===== src/rtl/dark_mem_sequencer.sv =====
// rtl/dark_mem_sequencer.sv - single-request memory sequencer with wait states, range check and byte-lane writes
// Optional DARKMEM_RMW_EN: read-modify-write for partial writes to RAMs without byte enables.
module dark_mem_sequencer #(
    parameter int AW          = 12,
    parameter int WAIT_STATES = 0
) (
    input  logic          CLK,
    input  logic          RES,
    input  logic          REF_VALID,
    input  logic          REF_RD,
    input  logic          REF_WR,
    input  logic [31:0]   REF_ADDR,
    input  logic [31:0]   REF_DATA,
    input  logic [3:0]    REF_BE,
    output logic          MEM_READY,
    output logic          MEM_VALID,
    output logic [31:0]   MEM_DATA,
    output logic          RAM_EN,
    output logic [3:0]    RAM_WE,
    output logic [AW-1:0] RAM_ADDR,
    output logic [31:0]   RAM_WDATA,
    input  logic [31:0]   RAM_RDATA,
    output logic          ERR
);
    localparam int CW = (WAIT_STATES > 0) ? $clog2(WAIT_STATES + 1) : 1;
    localparam logic [CW-1:0] WS_LD = CW'(WAIT_STATES);

    typedef enum logic [2:0] {
        S_IDLE, S_ACCESS, S_CAPTURE, S_RESP, S_REARM, S_RD_HOLD, S_MERGE
    } state_t;

    state_t        state, state_n;
    logic [CW-1:0] cnt, cnt_n;
    logic          l_rd, l_rd_n, l_oor, l_oor_n;
    logic          ready_n, valid_n, en_n, err_n;
    logic [31:0]   data_n, wdata_n;
    logic [3:0]    we_n;
    logic [AW-1:0] addr_n;

    // A write wins when both strobes are set; neither set is a null access.
    logic acc_wr, acc_rd, acc_oor;
    assign acc_wr  = REF_WR;
    assign acc_rd  = REF_RD & ~REF_WR;
    assign acc_oor = (REF_ADDR >> (AW + 2)) != 32'd0;

    logic unused_addr_lsbs;
    assign unused_addr_lsbs = ^REF_ADDR[1:0];

`ifdef DARKMEM_RMW_EN
    logic        l_rmw, l_rmw_n;
    logic [3:0]  l_be, l_be_n;
    logic [31:0] l_data, l_data_n;
    logic        acc_part;
    assign acc_part = acc_wr & ~acc_oor & (REF_BE != 4'h0) & (REF_BE != 4'hF);
`endif

    always_comb begin
        state_n = state;
        cnt_n   = cnt;
        l_rd_n  = l_rd;
        l_oor_n = l_oor;
        ready_n = MEM_READY;
        valid_n = MEM_VALID;
        data_n  = MEM_DATA;
        en_n    = RAM_EN;
        we_n    = RAM_WE;
        addr_n  = RAM_ADDR;
        wdata_n = RAM_WDATA;
        err_n   = ERR;
`ifdef DARKMEM_RMW_EN
        l_rmw_n  = l_rmw;
        l_be_n   = l_be;
        l_data_n = l_data;
`endif
        case (state)
            S_IDLE: begin
                if (REF_VALID) begin
                    l_rd_n  = acc_rd;
                    l_oor_n = acc_oor;
                    ready_n = 1'b0;
                    addr_n  = REF_ADDR[AW+1:2];
                    wdata_n = REF_DATA;
                    cnt_n   = WS_LD;
                    err_n   = ERR | acc_oor;
                    en_n    = (acc_wr | acc_rd) & ~acc_oor;
                    we_n    = (acc_wr & ~acc_oor) ? REF_BE : 4'h0;
                    state_n = S_ACCESS;
`ifdef DARKMEM_RMW_EN
                    l_rmw_n  = acc_part;
                    l_be_n   = REF_BE;
                    l_data_n = REF_DATA;
                    if (acc_part) begin
                        we_n    = 4'h0;
                        state_n = S_RD_HOLD;
                    end
`endif
                end
            end
            S_ACCESS: begin
                if (cnt == '0) begin
                    en_n    = 1'b0;
                    we_n    = 4'h0;
                    state_n = S_CAPTURE;
`ifdef DARKMEM_RMW_EN
                    // Merged write carries no read data, so respond straight away.
                    if (l_rmw) begin
                        valid_n = 1'b1;
                        state_n = S_RESP;
                    end
`endif
                end else begin
                    cnt_n = cnt - 1'b1;
                end
            end
            S_CAPTURE: begin
                if (l_rd) begin
                    data_n = l_oor ? 32'd0 : RAM_RDATA;
                end
                valid_n = 1'b1;
                state_n = S_RESP;
            end
            S_RESP: begin
                valid_n = 1'b0;
                state_n = S_REARM;
            end
            S_REARM: begin
                if (!REF_VALID) begin
                    ready_n = 1'b1;
                    state_n = S_IDLE;
                end
            end
`ifdef DARKMEM_RMW_EN
            S_RD_HOLD: begin
                if (cnt == '0) begin
                    en_n    = 1'b0;
                    state_n = S_MERGE;
                end else begin
                    cnt_n = cnt - 1'b1;
                end
            end
            S_MERGE: begin
                for (int i = 0; i < 4; i++) begin
                    wdata_n[i*8 +: 8] = l_be[i] ? l_data[i*8 +: 8] : RAM_RDATA[i*8 +: 8];
                end
                en_n    = 1'b1;
                we_n    = 4'hF;
                cnt_n   = WS_LD;
                state_n = S_ACCESS;
            end
`endif
            default: state_n = S_IDLE;
        endcase
    end

    always_ff @(posedge CLK) begin
        if (RES) begin
            state     <= S_IDLE;
            cnt       <= '0;
            l_rd      <= 1'b0;
            l_oor     <= 1'b0;
            MEM_READY <= 1'b1;
            MEM_VALID <= 1'b0;
            MEM_DATA  <= 32'd0;
            RAM_EN    <= 1'b0;
            RAM_WE    <= 4'h0;
            RAM_ADDR  <= '0;
            RAM_WDATA <= 32'd0;
            ERR       <= 1'b0;
`ifdef DARKMEM_RMW_EN
            l_rmw     <= 1'b0;
            l_be      <= 4'h0;
            l_data    <= 32'd0;
`endif
        end else begin
            state     <= state_n;
            cnt       <= cnt_n;
            l_rd      <= l_rd_n;
            l_oor     <= l_oor_n;
            MEM_READY <= ready_n;
            MEM_VALID <= valid_n;
            MEM_DATA  <= data_n;
            RAM_EN    <= en_n;
            RAM_WE    <= we_n;
            RAM_ADDR  <= addr_n;
            RAM_WDATA <= wdata_n;
            ERR       <= err_n;
`ifdef DARKMEM_RMW_EN
            l_rmw     <= l_rmw_n;
            l_be      <= l_be_n;
            l_data    <= l_data_n;
`endif
        end
    end
endmodule


===== config.mk =====
export PLATFORM = sky130hd
export DESIGN_NAME = dark_mem_sequencer
export DESIGN_NICKNAME = d
export VERILOG_FILES = /design/src/rtl/dark_mem_sequencer.sv
export SDC_FILE = /design/constraint.sdc
export NUM_CORES = 1
export LEC_CHECK = 0
export BUFFER_PORTS_ARGS = -buffer_cell sky130_fd_sc_hd__buf_2
export CORE_MARGIN = 3
export CORE_UTILIZATION = 43
export CTS_BUF_LIST = sky130_fd_sc_hd__clkbuf_4 sky130_fd_sc_hd__clkbuf_8
export DETAILED_ROUTE_END_ITERATION = 7
export PLACE_DENSITY = 0.78
export SLEW_MARGIN = 20
export SYNTH_ARGS = -nofsm -noshare
export SYNTH_HDL_FRONTEND = slang
export SYNTH_SLANG_ARGS = --single-unit

===== constraint.sdc =====
create_clock -name CLK -period 2.15 [get_ports CLK]
set_input_delay 0.43 -clock CLK [delete_from_list [all_inputs] [get_ports CLK]]
set_output_delay 0.43 -clock CLK [all_outputs]
set_load 0.03 [all_outputs]

[After elaboration in Yosys (flattened, before gate mapping)]
Index checks and enable logic that the tools add are counted.
Storage, ports and cells
  memories kept: 0
  bits in latches: 0
  register bits: 90
  logic and storage cells: 56
  input port bits: 105
  bits in writable memories: 0
  memory bits (read-only): 0
Operators by class
  reductions and logical operators: 11
  add/sub/neg operators: 1
  divide/modulo/power cells: 0
  $lt $le $gt $ge: 0
  equality and inequality tests: 7
  $mul: 0
  bitwise gates (word level): 7
  muxes and demuxes: 18
  shifts and indexed selects: 0
Operators by type and width (count)
  32-bit two-way mux: 1
  32-bit nonzero test: 1
  3-bit case mux with 5 select lines: 1
  4-bit two-way mux: 3
  3-bit two-way mux: 3
  3-bit AND reduction: 3
  1-bit case mux with 2 select lines: 4
  4-bit case mux with 2 select lines: 1
  3-bit by 2-bit equality test with 1-bit output (second input constant): 2
  2-bit != test (second input constant): 3
  2-bit AND reduction: 3
  2-bit nonzero test: 3
  1-bit two-way mux: 5
  1-bit AND: 3
  3-bit by 1-bit equality test with 1-bit output (second input constant): 1
  3-bit equality test (second input constant): 1
  3-bit zero test: 1
  1-bit NOT: 2
  1-bit OR: 2
  1-bit subtractor (second input constant): 1

[Depth between registers and ports, before layout]
  word-level depth: 6
  mapped depth: 6
  depth with buffers taken out: 3

[Worst setup path before layout]
No wires, ideal clock.
  kind: input to register
  start point: input port REF_ADDR[18]
  end point: register RAM_WE[0]
  arrival time: 1576 ps
  required time: 2080 ps
  setup time: 70 ps
  slack: 504 ps
  stages: 3
  path through: or4_1 or4_1 o21ai_1
Between the ends
  cells in the longest elaborated chain, start to end: 6
RTL lines
  from (decl): RTL line 12  | input logic [31:0] REF_ADDR,
  32-bit nonzero test: RTL line 44  | assign acc_oor = (REF_ADDR >> (AW + 2)) != 32'd0;
  1-bit NOT: RTL line 86  | we_n = (acc_wr & ~acc_oor) ? REF_BE : 4'h0;
  1-bit AND: RTL line 86
  4-bit two-way mux: RTL line 86
  4-bit two-way mux: RTL line 77  | if (REF_VALID) begin
  4-bit case mux with 2 select lines: RTL line 75  | case (state)
  to (signal assigned): RTL line 183  | RAM_WE <= we_n;
  to (decl): RTL line 19  | output logic [3:0] RAM_WE,
No other way between the ends. The select of a mux whose other input is x is not followed.
A chain may end at the register's enable or synchronous reset.

[Worst setup path in the final report]
  start point: register state[1]
  end point: register RAM_WE[3]
Between the ends
  cells in the longest elaborated chain, start to end: 3
RTL lines
  from (decl): RTL line 32  | state_t state, state_n;
  from (signal assigned): RTL line 175  | state <= state_n;
  3-bit by 1-bit equality test with 1-bit output / 3-bit zero test (equally long branches): RTL line 75
  2-bit != test (no source line) / 2-bit nonzero test (equally long branches)
  3-bit AND reduction (no source line)
Parallel ways exist; a longest one is shown, timed or not.

==> run metrics <==
Setup-failing EPs final 0; Reg2Reg Capture Point RAM_WE[3]; minimum clock period 1.64 ns; Netlist Area Pre-Place 3350 um^2; share of post-route cells with drive strength above 1 0.366; Rel. slew slack 0.420; setup repair bufs after CTS 0; clock root buffer clkbuf_8; Die ar. 8890 um^2; status finished clean; Worst-Skew Late Latency 0.34 ns; Final Net Count 685; routed via count 3,399; R2R setup slack 0.51 ns; largest net degree at the start of global routing 48; commonest non-fill, non-tap cell in the layout buf_2; final hold viol count 0; Period Utilization, post-route 0.761; critical path peak fanout 8; Initial Utilization 0.452; row count 31; DPL Wire Length 6920 um; diode count 0; Core Region 7410 um^2; Max rail drop VDD ~460 uV; initial antenna violation count 1; number of vias per cell 4.98; area grow syn2layout 37.6%; RSZ-0062 raised after global routing false; commonest cells after routing, fill and taps aside buf_2 (186), nand2_1 (125), dfxtp_1 (89), a21oi_1 (81), nand3b_1 (34); YS warnings 0; Total Wirelength 9460 um; CTS Sinks 89; Mean Syn Cell Area 8.24 um^2; Worst Hold Path Cells 3; 1st-iter DRT viols 113; Data arrival, critical path 1.90 ns; CP required between 2 and 2.5 ns; Yosys top cell area share 0.532; final core area utilization 0.622; clk_skew 0.0111 ns; Syn Inst Count a little over 400; Die Ht 94.3 um; Tightest Hold Check Type in -> reg; hold_ws 0.317 ns; crit end category register; gp weighted congestion 0.786; CTS buffer count 9; Slowest-stage cell, CP or4b_4; final max-slew violation count 0; Port-buffer cells 186; worst slew pin tran 0.869 ns; CTS max path bufs 2; mean routed wirelength per cell 13.8 um; delay-heaviest family, CP simple AND/OR/NAND/NOR gates; router iterations before antenna repair 6; I/O pins between 150 and 200; post-synth cell types 23; fmax 611 MHz; area leader, netlist dfxtp_1; # hold bufs at CTS 0; CP startpoint kind register; Clock transition at path regs 0.09 ns; CTS tree yes; PwrDens slightly above 800 nW/um^2; H-tree depth 3; CTS resizes 0; Routed Antenna Nets 0; min-delay src REF_ADDR[13]; Worst path max stage delay 0.56 ns; Synth area leaders dfxtp_1 (53%), nand2_1 (14%), a21oi_1 (12%); setup TNS 0 ns; Seq/Total Area, Yosys 0.532; max_cap viols 0; Buf/Inv on CP 0; Yosys reg bits between 80 and 90; CP Class reg -> reg; DIE WIDTH 94.3 um; first-pass GRT wire length approximately 15,000 um; DRC Markers 0; synthesized net count 512; Reg2Reg Depth 3; # fillers 714; reg2reg start state[1]; total track usage 0.210; critical path, cell by cell or4b_4 -> or4_1 -> o21ai_1; Pleak 2.07 nW; vias in the first global route 3,285; global route overflow 0; hold path endpoint RAM_ADDR[11]
[metal layers]
metal  part of all wire  wire (um)  GRT usage
met2               0.48       4530      0.370
met1               0.41       3850      0.236
met3               0.10        948     0.0681
met5             0.0014         13          0
met4              0.013        123     0.0758
[synth_stat cells (all sizes together)]
cell,instances
a21oi,81
and3b,1
buf,8
clkbuf,25
dfxtp,89
inv,1
nand2,125
nand3b,34
nand4bb,2
nor2,6
nor2b,1
nor3,4
nor4,2
nor4b,1
nor4bb,1
o21ai,9
o311ai,5
or3b,1
or4,8
or4b,1
or4bb,1
xnor2,1
[worst max-delay path by stage]
stage	start	to	slack (ns)	depth (start not counted)
floorplan	REF_ADDR[18]	RAM_WE[0]	0.50	3
global placement	REF_ADDR[18]	RAM_WE[0]	0.35	4
detailed placement	REF_ADDR[21]	RAM_WE[0]	0.32	4
CTS	state[1]	RAM_WE[3]	0.51	3
global route	state[1]	RAM_WE[3]	0.43	3
finish	state[1]	RAM_WE[3]	0.51	3
[area by class of cell]
type | instances | area, um^2 | share of cell area
Sequential cell | 89 | 1780 | 0.386
Timing Repair Buffer | 195 | 1010 | 0.219
Clock inverter | 5 | 105 | 0.0228
Multi-Input combinational cell | 284 | 1450 | 0.315
Inverter | 1 | 3.75 | 0.000814
Tap cell | 99 | 124 | 0.0269
Clock buffer | 10 | 131 | 0.0285
[per-stage QoR]
| stage | area, um^2 | setup slack [ns] | instances | total power, mW |
|---|---|---|---|---|
| after floorplan | 3350 | 0.504 | 407 | 2.21 |
| after global placement | 4370 | 0.345 | 668 | 2.44 |
| after detailed placement | 4370 | 0.319 | 668 | 2.46 |
| after CTS | 4610 | 0.511 | 683 | 3.80 |
| after global routing | 4610 | 0.434 | 683 | 3.93 |
| final | 4610 | 0.513 | 683 | 3.75 |
[state kept, by name (all words and copies together), names as in the netlist]
| signal | cells |
|---|---|
| MEM_VALID | 1 |
| l_rd | 1 |
| MEM_READY | 1 |
| RAM_WDATA | 32 |
| RAM_WE | 4 |
| RAM_EN | 1 |
| l_oor | 1 |
| MEM_DATA | 32 |
| ERR | 1 |
| RAM_ADDR | 12 |
| state | 3 |
[logic make-up (layout without fill, tap and decap cells)]
family	after synthesis	after routing	synth area share
buf+inv	34	211	0.0411
flops	89	89	0.532
compound gates	95	95	0.147
simple gates	188	188	0.277
xor+xnor	1	1	0.00261
[worst min-delay path: stages]
cell     delay, ns
buf_2         0.09
nand2_1       0.04
a21oi_1       0.05
[report_power, final]
group          switching (mW)  leakage (nW)  internal, mW
combinational           0.396          1.23         0.231
sequential             0.0595         0.725          1.73
clock                   0.555         0.112         0.779
total                    1.01          2.07          2.74
(Power assumes the default switching activity.)
